==> config.mk <==
export PLATFORM = sky130hd
export DESIGN_NAME = control_unit
export DESIGN_NICKNAME = d
export VERILOG_FILES = /design/src/rtl/ctrl_pkg.sv /design/src/rtl/instr_decoder.sv /design/src/rtl/control_unit.sv
export SDC_FILE = /design/constraint.sdc
export NUM_CORES = 1
export LEC_CHECK = 0
export CAP_MARGIN = 30
export CORE_MARGIN = 4
export CORE_UTILIZATION = 35
export DETAILED_ROUTE_END_ITERATION = 12
export DONT_BUFFER_PORTS = 1
export PLACE_DENSITY_LB_ADDON = 0.05
export SLEW_MARGIN = 20
export SYNTH_ARGS = -nofsm -noshare
export SYNTH_HDL_FRONTEND = slang
export SYNTH_SLANG_ARGS = --single-unit
==> constraint.sdc <==
create_clock -name clk -period 2.9 [get_ports clk]
set_clock_uncertainty 0.1 [all_clocks]
set_input_delay 0.87 -clock clk [delete_from_list [all_inputs] [get_ports clk]]
set_output_delay 0.87 -clock clk [all_outputs]
set_load 0.01 [all_outputs]
==> src/rtl/ctrl_pkg.sv <==
// Shared opcode, ALU and FSM encodings for the control_unit slice.
package ctrl_pkg;

    localparam logic [3:0] OP_NOP    = 4'h0;
    localparam logic [3:0] OP_ADD    = 4'h1;
    localparam logic [3:0] OP_SUB    = 4'h2;
    localparam logic [3:0] OP_AND    = 4'h3;
    localparam logic [3:0] OP_OR     = 4'h4;
    localparam logic [3:0] OP_XOR    = 4'h5;
    localparam logic [3:0] OP_MOV    = 4'h6;
    localparam logic [3:0] OP_CLR    = 4'h7;
    localparam logic [3:0] OP_CLRALL = 4'h8;
    localparam logic [3:0] OP_JMP    = 4'h9;
    localparam logic [3:0] OP_JZ     = 4'hA;
    localparam logic [3:0] OP_JNZ    = 4'hB;
    localparam logic [3:0] OP_HALT   = 4'hF;

    localparam logic [2:0] ALU_ADD    = 3'd0;
    localparam logic [2:0] ALU_SUB    = 3'd1;
    localparam logic [2:0] ALU_AND    = 3'd2;
    localparam logic [2:0] ALU_OR     = 3'd3;
    localparam logic [2:0] ALU_XOR    = 3'd4;
    localparam logic [2:0] ALU_PASS_B = 3'd5;

    localparam logic [1:0] JC_ALWAYS = 2'd0;
    localparam logic [1:0] JC_Z      = 2'd1;
    localparam logic [1:0] JC_NZ     = 2'd2;

    typedef enum logic [1:0] {
        S_IDLE = 2'd0,
        S_RUN  = 2'd1,
        S_HALT = 2'd2
    } state_t;

    localparam int unsigned OP_MSB  = 15;
    localparam int unsigned OP_LSB  = 12;
    localparam int unsigned RA_MSB  = 11;
    localparam int unsigned RA_LSB  = 9;
    localparam int unsigned RB_MSB  = 8;
    localparam int unsigned RB_LSB  = 6;
    localparam int unsigned IMM_BIT = 5;

endpackage

==> src/rtl/instr_decoder.sv <==
// Combinational opcode decoder; outputs are ungated, the caller qualifies them with RUN.
import ctrl_pkg::*;

module instr_decoder (
    input  logic [3:0] op,
    input  logic       imm,
    output logic       load,
    output logic       clr_all,
    output logic       wb_zero,
    output logic [2:0] alu_op,
    output logic       mb_select,
    output logic       is_jump,
    output logic [1:0] jump_cond,
    output logic       is_halt,
    output logic       is_illegal,
    output logic       updates_flag
);

    always_comb begin
        load         = 1'b0;
        clr_all      = 1'b0;
        wb_zero      = 1'b0;
        alu_op       = ALU_ADD;
        mb_select    = 1'b0;
        is_jump      = 1'b0;
        jump_cond    = JC_ALWAYS;
        is_halt      = 1'b0;
        is_illegal   = 1'b0;
        updates_flag = 1'b0;
        case (op)
            OP_NOP: ;
            OP_ADD, OP_SUB, OP_AND, OP_OR, OP_XOR: begin
                load         = 1'b1;
                alu_op       = op[2:0] - 3'd1;
                mb_select    = imm;
                updates_flag = 1'b1;
            end
            OP_MOV: begin
                load      = 1'b1;
                alu_op    = ALU_PASS_B;
                mb_select = imm;
            end
            OP_CLR: begin
                load    = 1'b1;
                wb_zero = 1'b1;
            end
            OP_CLRALL: clr_all = 1'b1;
            OP_JMP: is_jump = 1'b1;
            OP_JZ: begin
                is_jump   = 1'b1;
                jump_cond = JC_Z;
            end
            OP_JNZ: begin
                is_jump   = 1'b1;
                jump_cond = JC_NZ;
            end
            OP_HALT: is_halt = 1'b1;
            default: is_illegal = 1'b1;
        endcase
    end

endmodule

==> src/rtl/control_unit.sv <==
// Sequencer/decoder for the single-cycle processor: pc, IDLE/RUN/HALT FSM, zero and illegal flags.
// Optional single-step gating via `define CONTROL_UNIT_STEP_EN.
import ctrl_pkg::*;

module control_unit #(
    parameter int unsigned PC_W     = 8,
    parameter int unsigned RESET_PC = 0
) (
    input  logic            clk,
    input  logic            reset,
    input  logic            start,
`ifdef CONTROL_UNIT_STEP_EN
    input  logic            step,
`endif
    input  logic [15:0]     instr,
    input  logic            alu_zero,
    output logic [PC_W-1:0] pc,
    output logic [2:0]      rf_addr_a,
    output logic [2:0]      rf_addr_b,
    output logic            rf_mb_select,
    output logic            rf_load,
    output logic            rf_clr_all,
    output logic            wb_zero,
    output logic [2:0]      alu_op,
    output logic            zero_flag,
    output logic            halted,
    output logic            illegal
);

    localparam logic [PC_W-1:0] PC_INIT = PC_W'(RESET_PC);

    state_t          state;
    logic            run_state;
    logic            exec;
    logic [PC_W-1:0] pc_next;
    logic            taken;

    logic       d_load, d_clr_all, d_wb_zero, d_mb_select;
    logic [2:0] d_alu_op;
    logic       d_is_jump, d_is_halt, d_is_illegal, d_updates_flag;
    logic [1:0] d_jump_cond;

    instr_decoder u_dec (
        .op           (instr[OP_MSB:OP_LSB]),
        .imm          (instr[IMM_BIT]),
        .load         (d_load),
        .clr_all      (d_clr_all),
        .wb_zero      (d_wb_zero),
        .alu_op       (d_alu_op),
        .mb_select    (d_mb_select),
        .is_jump      (d_is_jump),
        .jump_cond    (d_jump_cond),
        .is_halt      (d_is_halt),
        .is_illegal   (d_is_illegal),
        .updates_flag (d_updates_flag)
    );

    assign run_state = (state == S_RUN);
`ifdef CONTROL_UNIT_STEP_EN
    assign exec = run_state && step;
`else
    assign exec = run_state;
`endif

    assign rf_addr_a    = instr[RA_MSB:RA_LSB];
    assign rf_addr_b    = instr[RB_MSB:RB_LSB];
    assign rf_mb_select = run_state && d_mb_select;
    assign alu_op       = run_state ? d_alu_op : ALU_ADD;
    assign rf_load      = exec && d_load;
    assign rf_clr_all   = exec && d_clr_all;
    assign wb_zero      = exec && d_wb_zero;
    assign halted       = (state == S_HALT);

    always_comb begin
        taken = 1'b0;
        if (d_is_jump) begin
            case (d_jump_cond)
                JC_Z:    taken = zero_flag;
                JC_NZ:   taken = !zero_flag;
                default: taken = 1'b1;
            endcase
        end
        if (taken)
            pc_next = instr[PC_W-1:0];
        else if (d_is_halt)
            pc_next = pc;
        else
            pc_next = pc + PC_W'(1);
    end

    always_ff @(posedge clk or posedge reset) begin
        if (reset) begin
            state     <= S_IDLE;
            pc        <= PC_INIT;
            zero_flag <= 1'b0;
            illegal   <= 1'b0;
        end else begin
            case (state)
                S_IDLE: if (start) state <= S_RUN;
                S_RUN: if (exec) begin
                    pc <= pc_next;
                    if (d_is_halt) state <= S_HALT;
                    if (d_updates_flag) zero_flag <= alu_zero;
                    if (d_is_illegal) illegal <= 1'b1;
                end
                S_HALT: if (start) begin
                    state     <= S_RUN;
                    pc        <= PC_INIT;
                    zero_flag <= 1'b0;
                    illegal   <= 1'b0;
                end
                default: state <= S_IDLE;
            endcase
        end
    end

endmodule

# After elaboration in Yosys (flattened, before gate mapping)
# Index checks and enable logic that the tools add are counted.
# Widths: inputs -> output; s select.
# totals
latchBits,0
romBits,0
ramBits,0
ff_bits,12
memories,0
output_inout_bits,24
# op_classes
n_reduce_logical,18
muxes,24
n_eq_ne,22
n_div,0
addsub,2
n_lt_le_gt_ge,0
mul,0
n_shift,0
bitwise,0
# op_table
op,n
$mux 8,3
$eq 4x4->1 const B,5
$eq 4x3->1 const B,4
$pmux 8 s2,1
$reduce_or 13->1,1
$mux 1,11
$reduce_and 3->1,3
$add 8x1->8 const B,1
$eq 4x2->1 const B,2
$pmux 2 s2,2
$reduce_or 7->1,1
$ne 2x1->1 const B,3
$pmux 1 s2,3
$pmux 3 s2,1
$reduce_or 6->1,1
$reduce_or 5->1,1
$eq 2x1->1 const B,2
$eq 2x2->1 const B,2
$eq 4x1->1 const B,1
$logic_and 1x1->1,4
$logic_not 4->1,1
$mux 2,2
$ne 2x2->1 const B,2
$mux 3,1
8 further kinds,8

# Logic depth before layout (Yosys ltp)
# Gate-level depths: netlist (run 1).
# depth
depth_word,7
mapped_depth,10
ltp_nobuf,9

# Modules after synthesis
# From an unflattened synthesis (run 1), not the netlist that was laid out.
# hier_totals
cells_unflattened,152
hier_area_um2,1263.7
# by_module_without_submodules
module,area_per_inst_um2,n_inst,cells_each,seq_area_each_um2
control_unit,991.0,1,113,300.3
instr_decoder,272.8,1,39,0.0

# Worst setup path before layout (run 1)
# OpenSTA, ideal clock, no wires.
# synth_path
path_kind,input to output
start,in instr[12]
end,out alu_op[1]
t_required_ns,1.930
arrival_ns,2.020
path_stages,6
path_slack_ns,-0.090
path_buffers,0
path_cell_list,inv_1 -> ha_1 -> or3_1 -> a21oi_1 -> or2_2 -> nor3b_1
# synth_via
elab_chain_len,4
elab_cells_between_ends,10
# synth_lines
element,line_no,rtl
start: declaration,control_unit.sv:15,"input logic [15:0] instr,"
"$eq 4x1->1, or another cell as far along",instr_decoder.sv:30,case (op)
$reduce_or 5->1,instr_decoder.sv:30,
$pmux 3 s2 *,instr_decoder.sv:30,
$mux 3 *,control_unit.sv:68,assign alu_op = run_state ? d_alu_op : ALU_ADD;
end: declaration,control_unit.sv:24,"output logic [2:0] alu_op,"
# Mark *: on every way between the ends. The rest lies on a longest branch, timed or not.

# Worst setup path in the final report (run 1)
# layout_path
start,in instr[13]
end,out alu_op[2]
# The elaborated chain is that of the path after synthesis.

==> impl_metrics.csv, run 1 <==
group,metric,value,unit
placed_design,dpl_cell_area,1250,µm²
critical_path,critPathCaptureType,"output port",
cells_and_area,final_common_cell,"dfrtp_1",
cells_and_area,antenna_cells,0,
logic_synthesis,syn-num-nets,174,
global_routing,grt_pass1_wl,4830,µm
logic_synthesis,yosysWarningCount,0,
cells_and_area,nFillCells,331,
placed_design,dpl.hpwl,2170,µm
run,max_cap_viol_count,0,
clocking,cts_tree,"built",
logic_synthesis,synth_ff_type,"dfrtp_1",
floorplan,core,3150,µm²
critical_path,critical_path_arrival,1900,ps
routing,dr.pass1.iters,4,
critical_path,required,1930,ps
logic_synthesis,synth.distinct_cells,36,
logic_synthesis,ys_seq_area_share,25.2,%
floorplan,die-area,4400,µm²
floorplan,start_util,37.7,%
timing,setup_viol,0,
status,status,"finished, final reports clean",
cells_and_area,drive_gt1_share,21.8,%
clocking,clk_pin_slew,80,ps
floorplan,rows,20,
placed_design,port_buffers,0,
clocking,htree_levels,1,
logic_synthesis,async_flop_share,100,%
logic_synthesis,syn-instance-count,142,
global_routing,grt_usage,13.9,%
cells_and_area,multi_input_area,822,µm²
clocking,clkLatencyLatePin,270,ps
logic_synthesis,synth_area,1190,µm²
cells_and_area,area_growth,13.5,%
power_and_ir_drop,cellPowerDensity,712,nW/µm²
timing,rsz0062_at_grt,"true",
routing,routed_wl,2840,µm
timing,fin_crit,2870,ps
timing,finalCritPeriodShare,98.9,%
floorplan,chipWidth,66.3,µm
routing,ant_nets,0,
clocking,cts_buffers,3,
logic_synthesis,syn_avg_cell_area,8.38,µm²
clocking,clock_sinks,12,
cells_and_area,layoutNonFillerInstCount,186,
critical_path,cp-start-kind,"input port",
clocking,cts_hold_buf,0,
clocking,cts_max_path_buffers,2,
routing,viasPerCell,5.33,
cells_and_area,final_cell_mix,"12 x dfrtp_1, 11 x nor2_1, 11 x inv_1, 9 x mux2i_1, 9 x buf_4",
critical_path,cp_max_fo,3,
cells_and_area,final_nets,175,
timing,fmax,0.349,GHz
routing,drt_iter0_drc,47,
global_routing,grt_max_degree,16,
placed_design,dp_cells,181,
worst_hold_path,hold_path.class,"input port to asynchronous set/reset pin",
logic_synthesis,ys_seq_elements,12,
timing,slew_headroom,58.9,%
global_routing,grt_pass1_vias,963,
floorplan,chipHeight,66.3,µm
logic_synthesis,synth_edf_count,0,
clocking,clockRootBuffer,"clkbuf_4",
timing,final-max-slew-violation-count,0,
routing,remaining_drc_errors,0,
routing,wire_per_inst,15.3,µm
routing,num_vias,991,
power_and_ir_drop,totalPowerFinal,0.000961,W
timing,tightest_slew,617,ps
placed_design,routabilityCongestion,0.795,
global_routing,antenna_found_initial,0,
power_and_ir_drop,worst_ir_drop_vdd,0.246,mV
cells_and_area,finalInstanceArea,1350,µm²
power_and_ir_drop,p_leak,0.628,nW
global_routing,grt-ovfl-total,0,
cells_and_area,ff_latch_area,300,µm²
timing,finalHoldViolCount,0,
cells_and_area,utilization,42.8,%
critical_path,crit_type,"input port to output port",
floorplan,io_pins,44,
-- per-stage QoR --
stage | hold slack (ps) | setup TNS, ps | setup WS, ps
2_1_floorplan | 386 | 0 | 8.71
3_3_place_gp | 399 | 0 | 50.6
3_5_place_dp | 417 | 0 | 14.7
4_1_cts | 420 | 0 | 11.4
5_1_grt | 458 | -33.7 | -13.7
6_report | 400 | 0 | 31.4
-- sequential cells by signal, indices dropped and copies added (netlist names) --
register and count:
illegal 1, pc 8, state 2, zero_flag 1
-- synth_stat cells, types with 3 or more instances --
library cell	number	area [µm²]
o21ai_0	4	20.0
nor2_1	11	41.3
nor2b_1	4	25.0
and3_1	4	25.0
mux2i_1	9	90.1
clkbuf_1	3	11.3
o31ai_1	6	45.0
nor3_1	5	25.0
ha_1	12	150
nand3_1	5	25.0
nand2b_1	4	25.0
o2bb2ai_1	6	52.6
inv_1	12	45.0
buf_4	7	52.6
nand2_1	7	26.3
a21oi_1	5	25.0
buf_2	3	15.0
dfrtp_1	12	300
-- critical path, stage by stage --
cell and delay [ps]:
clkinvlp_4 90, ha_2 200, or3_1 340, a21oi_1 180, nor4b_2 70, buf_4 140
-- worst paths after layout --
path	startpoint	endpoint	slack (ps)	cells past startpoint
setup reg to reg	state[0]	pc[0]	830	7
min in group clk	state[1]	state[1]	430	1
hold / removal	reset	pc[3]	400	1
setup / recovery	instr[13]	alu_op[2]	30	6
max in group asynchronous	reset	illegal	1970	1
hold reg to reg	state[1]	state[1]	430	1
-- per-layer routing --
metal	wire length [µm]	share of wire, %	GRT usage, %
met1	1280	45	18.8
met2	1350	47	21.3
met3	178	6.3	2.72
met4	40	1.4	5.58
met5	0	0	0
-- power by group --
group          internal (W)  switching (W)
Combinational      0.000219       0.000242
Sequential         0.000240       0.000126
Clock             0.0000762      0.0000587
Total              0.000535       0.000427
-- layout make-up --
cell class,instances,area share (%)
Clock buffer,4,2.69
Timing Repair Buffer,10,6.49
Multi-Input combinational cell,104,60.9
Tap cell,44,4.08
Inverter,12,3.61
Sequential cell,12,22.2
-- cells by family after synthesis --
| kind of cell | synth area share [%] |
|---|---|
| multiplexers | 7.57 |
| AND/OR/NAND/NOR | 22.1 |
| AO/OA/AOI/OAI | 21.1 |
| adder cells (fa/ha/maj) | 12.6 |
| flip-flops | 25.2 |
| buffers and inverters | 11.4 |
-- timing repair --
| item | in CTS | in global routing |
|---|---|---|
| gates resized for setup | 0 | 12 |
| endpoints found under the setup margin | 0 | 5 |
| setup buffers | 0 | 1 |
No activity file was read; power rests on OpenSTA's default activity.
==> run 2: changes to the inputs <==
- CELL_PAD_IN_SITES_DETAIL_PLACEMENT: unset -> 0
- CELL_PAD_IN_SITES_GLOBAL_PLACEMENT: unset -> 1
==> impl_metrics.csv, run 2 (synthesis gave the netlist of run 1 again) <==
group,metric,value,unit
status,status,"finished, final reports clean",
power_and_ir_drop,worst_ir_drop_vdd,0.185,mV
cells_and_area,antenna_cells,0,
global_routing,grt_usage,14.8,%
placed_design,dpl.hpwl,2340,µm
clocking,cts_hold_buf,0,
global_routing,antenna_found_initial,0,
clocking,htree_levels,1,
placed_design,port_buffers,0,
timing,slew_headroom,66.7,%
critical_path,r2r_slack,860,ps
global_routing,grt_max_degree,14,
floorplan,die-area,4400,µm²
critical_path,reg2reg_depth,8,
critical_path,critical_path_arrival,1910,ps
critical_path,worstSetupStartpoint,"instr[12]",
power_and_ir_drop,cellPowerDensity,709,nW/µm²
timing,rsz0062_at_grt,"true",
placed_design,routabilityCongestion,0.751,
timing,fmax,0.347,GHz
critical_path,slowest_stage,"or3_1",
cells_and_area,final_nets,179,
critical_path,critPathCapture,"alu_op[0]",
clocking,clock_sinks,12,
routing,viasPerCell,5.41,
critical_path,cp-start-kind,"input port",
cells_and_area,final_common_cell,"buf_4",
clocking,cts_buffers,3,
routing,ant_nets,0,
critical_path,crit_buf_inv,1,
routing,num_vias,1022,
routing,routed_wl,3060,µm
critical_path,cp_max_fo,4,
global_routing,grt-ovfl-total,0,
timing,fin_crit,2880,ps
critical_path,critPathCaptureType,"output port",
critical_path,crit_type,"input port to output port",
floorplan,chipWidth,66.3,µm
routing,wire_per_inst,16.2,µm
critical_path,critPathMaxStageDelay,320,ps
power_and_ir_drop,p_leak,0.627,nW
timing,finalCritPeriodShare,99.3,%
timing,setup_slack,20.2,ps
timing,finalHoldViolCount,0,
cells_and_area,drive_gt1_share,23.4,%
critical_path,cp.depth,6,
critical_path,r2r_end,"pc[0]",
routing,remaining_drc_errors,0,
placed_design,dpl_worst_slack,-38.9,ps
cells_and_area,largest_reg_flops,8,
clocking,clockRootBuffer,"clkbuf_4",
worst_hold_path,hold_path.class,"input port to asynchronous set/reset pin",
cells_and_area,final_cell_mix,"14 x buf_4, 12 x dfrtp_1, 11 x nor2_1, 10 x inv_1, 9 x mux2i_1",
floorplan,io_pins,44,
critical_path,crit_chain,"clkinvlp_4 > ha_2 > or3_1 > a21oi_2 > or2_4 > o21ai_2",
timing,tightest_slew,499,ps
clocking,clkLatencyLatePin,280,ps
clocking,cts_tree,"built",
critical_path,required,1930,ps
critical_path,critPathTopFamily,"simple AND/OR/NAND/NOR gates",
critical_path,r2r-start,"state[1]",
floorplan,rows,20,
routing,dr.pass1.iters,4,
cells_and_area,top_register,"pc",
routing,drt_iter0_drc,52,
floorplan,core,3150,µm²
timing,setup_viol,0,
global_routing,grt_pass1_wl,4910,µm
power_and_ir_drop,totalPowerFinal,0.000954,W
clocking,cts_max_path_buffers,2,
timing,final-max-slew-violation-count,0,
floorplan,start_util,37.7,%
run,max_cap_viol_count,0,
floorplan,chipHeight,66.3,µm
cells_and_area,largestRegisters,"pc (8), state (2)",
timing,whs,397,ps
cells_and_area,area_growth,13.0,%
global_routing,grt_pass1_vias,959,
clocking,clk_pin_slew,80,ps
[run 2: layout make-up]
cell class,instances,area (µm²)
fill,328,1810
multi-input combinational,104,810
sequential,12,300
timing repair buffer,14,105
tap,44,55.1
inverter,12,52.6
clock buffer,3,22.5
[run 2: power breakdown]
group,switching (W),internal [W]
combinational,0.000252,0.000222
clock,0.0000610,0.0000481
sequential,0.000131,0.000239
[run 2: how the worst min path moves through the flow]
stage / end / startpoint / slack [ps]
4_1_cts: pc[0] / reset / 410
3_5_place_dp: state[1] / state[1] / 430
6_report: pc[0] / reset / 400
2_1_floorplan: state[1] / state[1] / 390
5_1_grt: pc[0] / reset / 440
3_3_place_gp: state[1] / state[1] / 420
[run 2: worst register-to-register path: stages (launching register included)]
cell and delay [ps]:
dfrtp_1 410, inv_1 80, ha_1 370, buf_4 220, nand4_1 90, and3_1 190
buf_4 170, o311a_1 130, a211oi_2 190
[run 2: metrics by stage]
step	setup TNS [ps]	utilization (%)	instances	area [µm²]
3_5_place_dp	-44.5	40.0	184	1260
4_1_cts	0	41.0	187	1290
6_report	0	42.7	189	1350
5_1_grt	-52.7	42.7	189	1350
3_3_place_gp	0	40.0	184	1260
2_1_floorplan	0	-	142	1200
[run 2: repair_timing]
item | CTS | global route
gates resized for setup | 2 | 10
endpoints found under the setup margin | 2 | 4
pin swaps | 0 | 5
hold endpoints to repair | 0 | 0
setup buffers | 0 | 2
[run 2: routing by layer]
metal | track usage, % | up-vias | wire, µm
li1 | - | 513 | -
met1 | 20.0 | 474 | 1480
met2 | 20.9 | 33 | 1290
met3 | 5.10 | 2 | 267
met4 | 6.09 | 0 | 27
met5 | 0 | - | 0
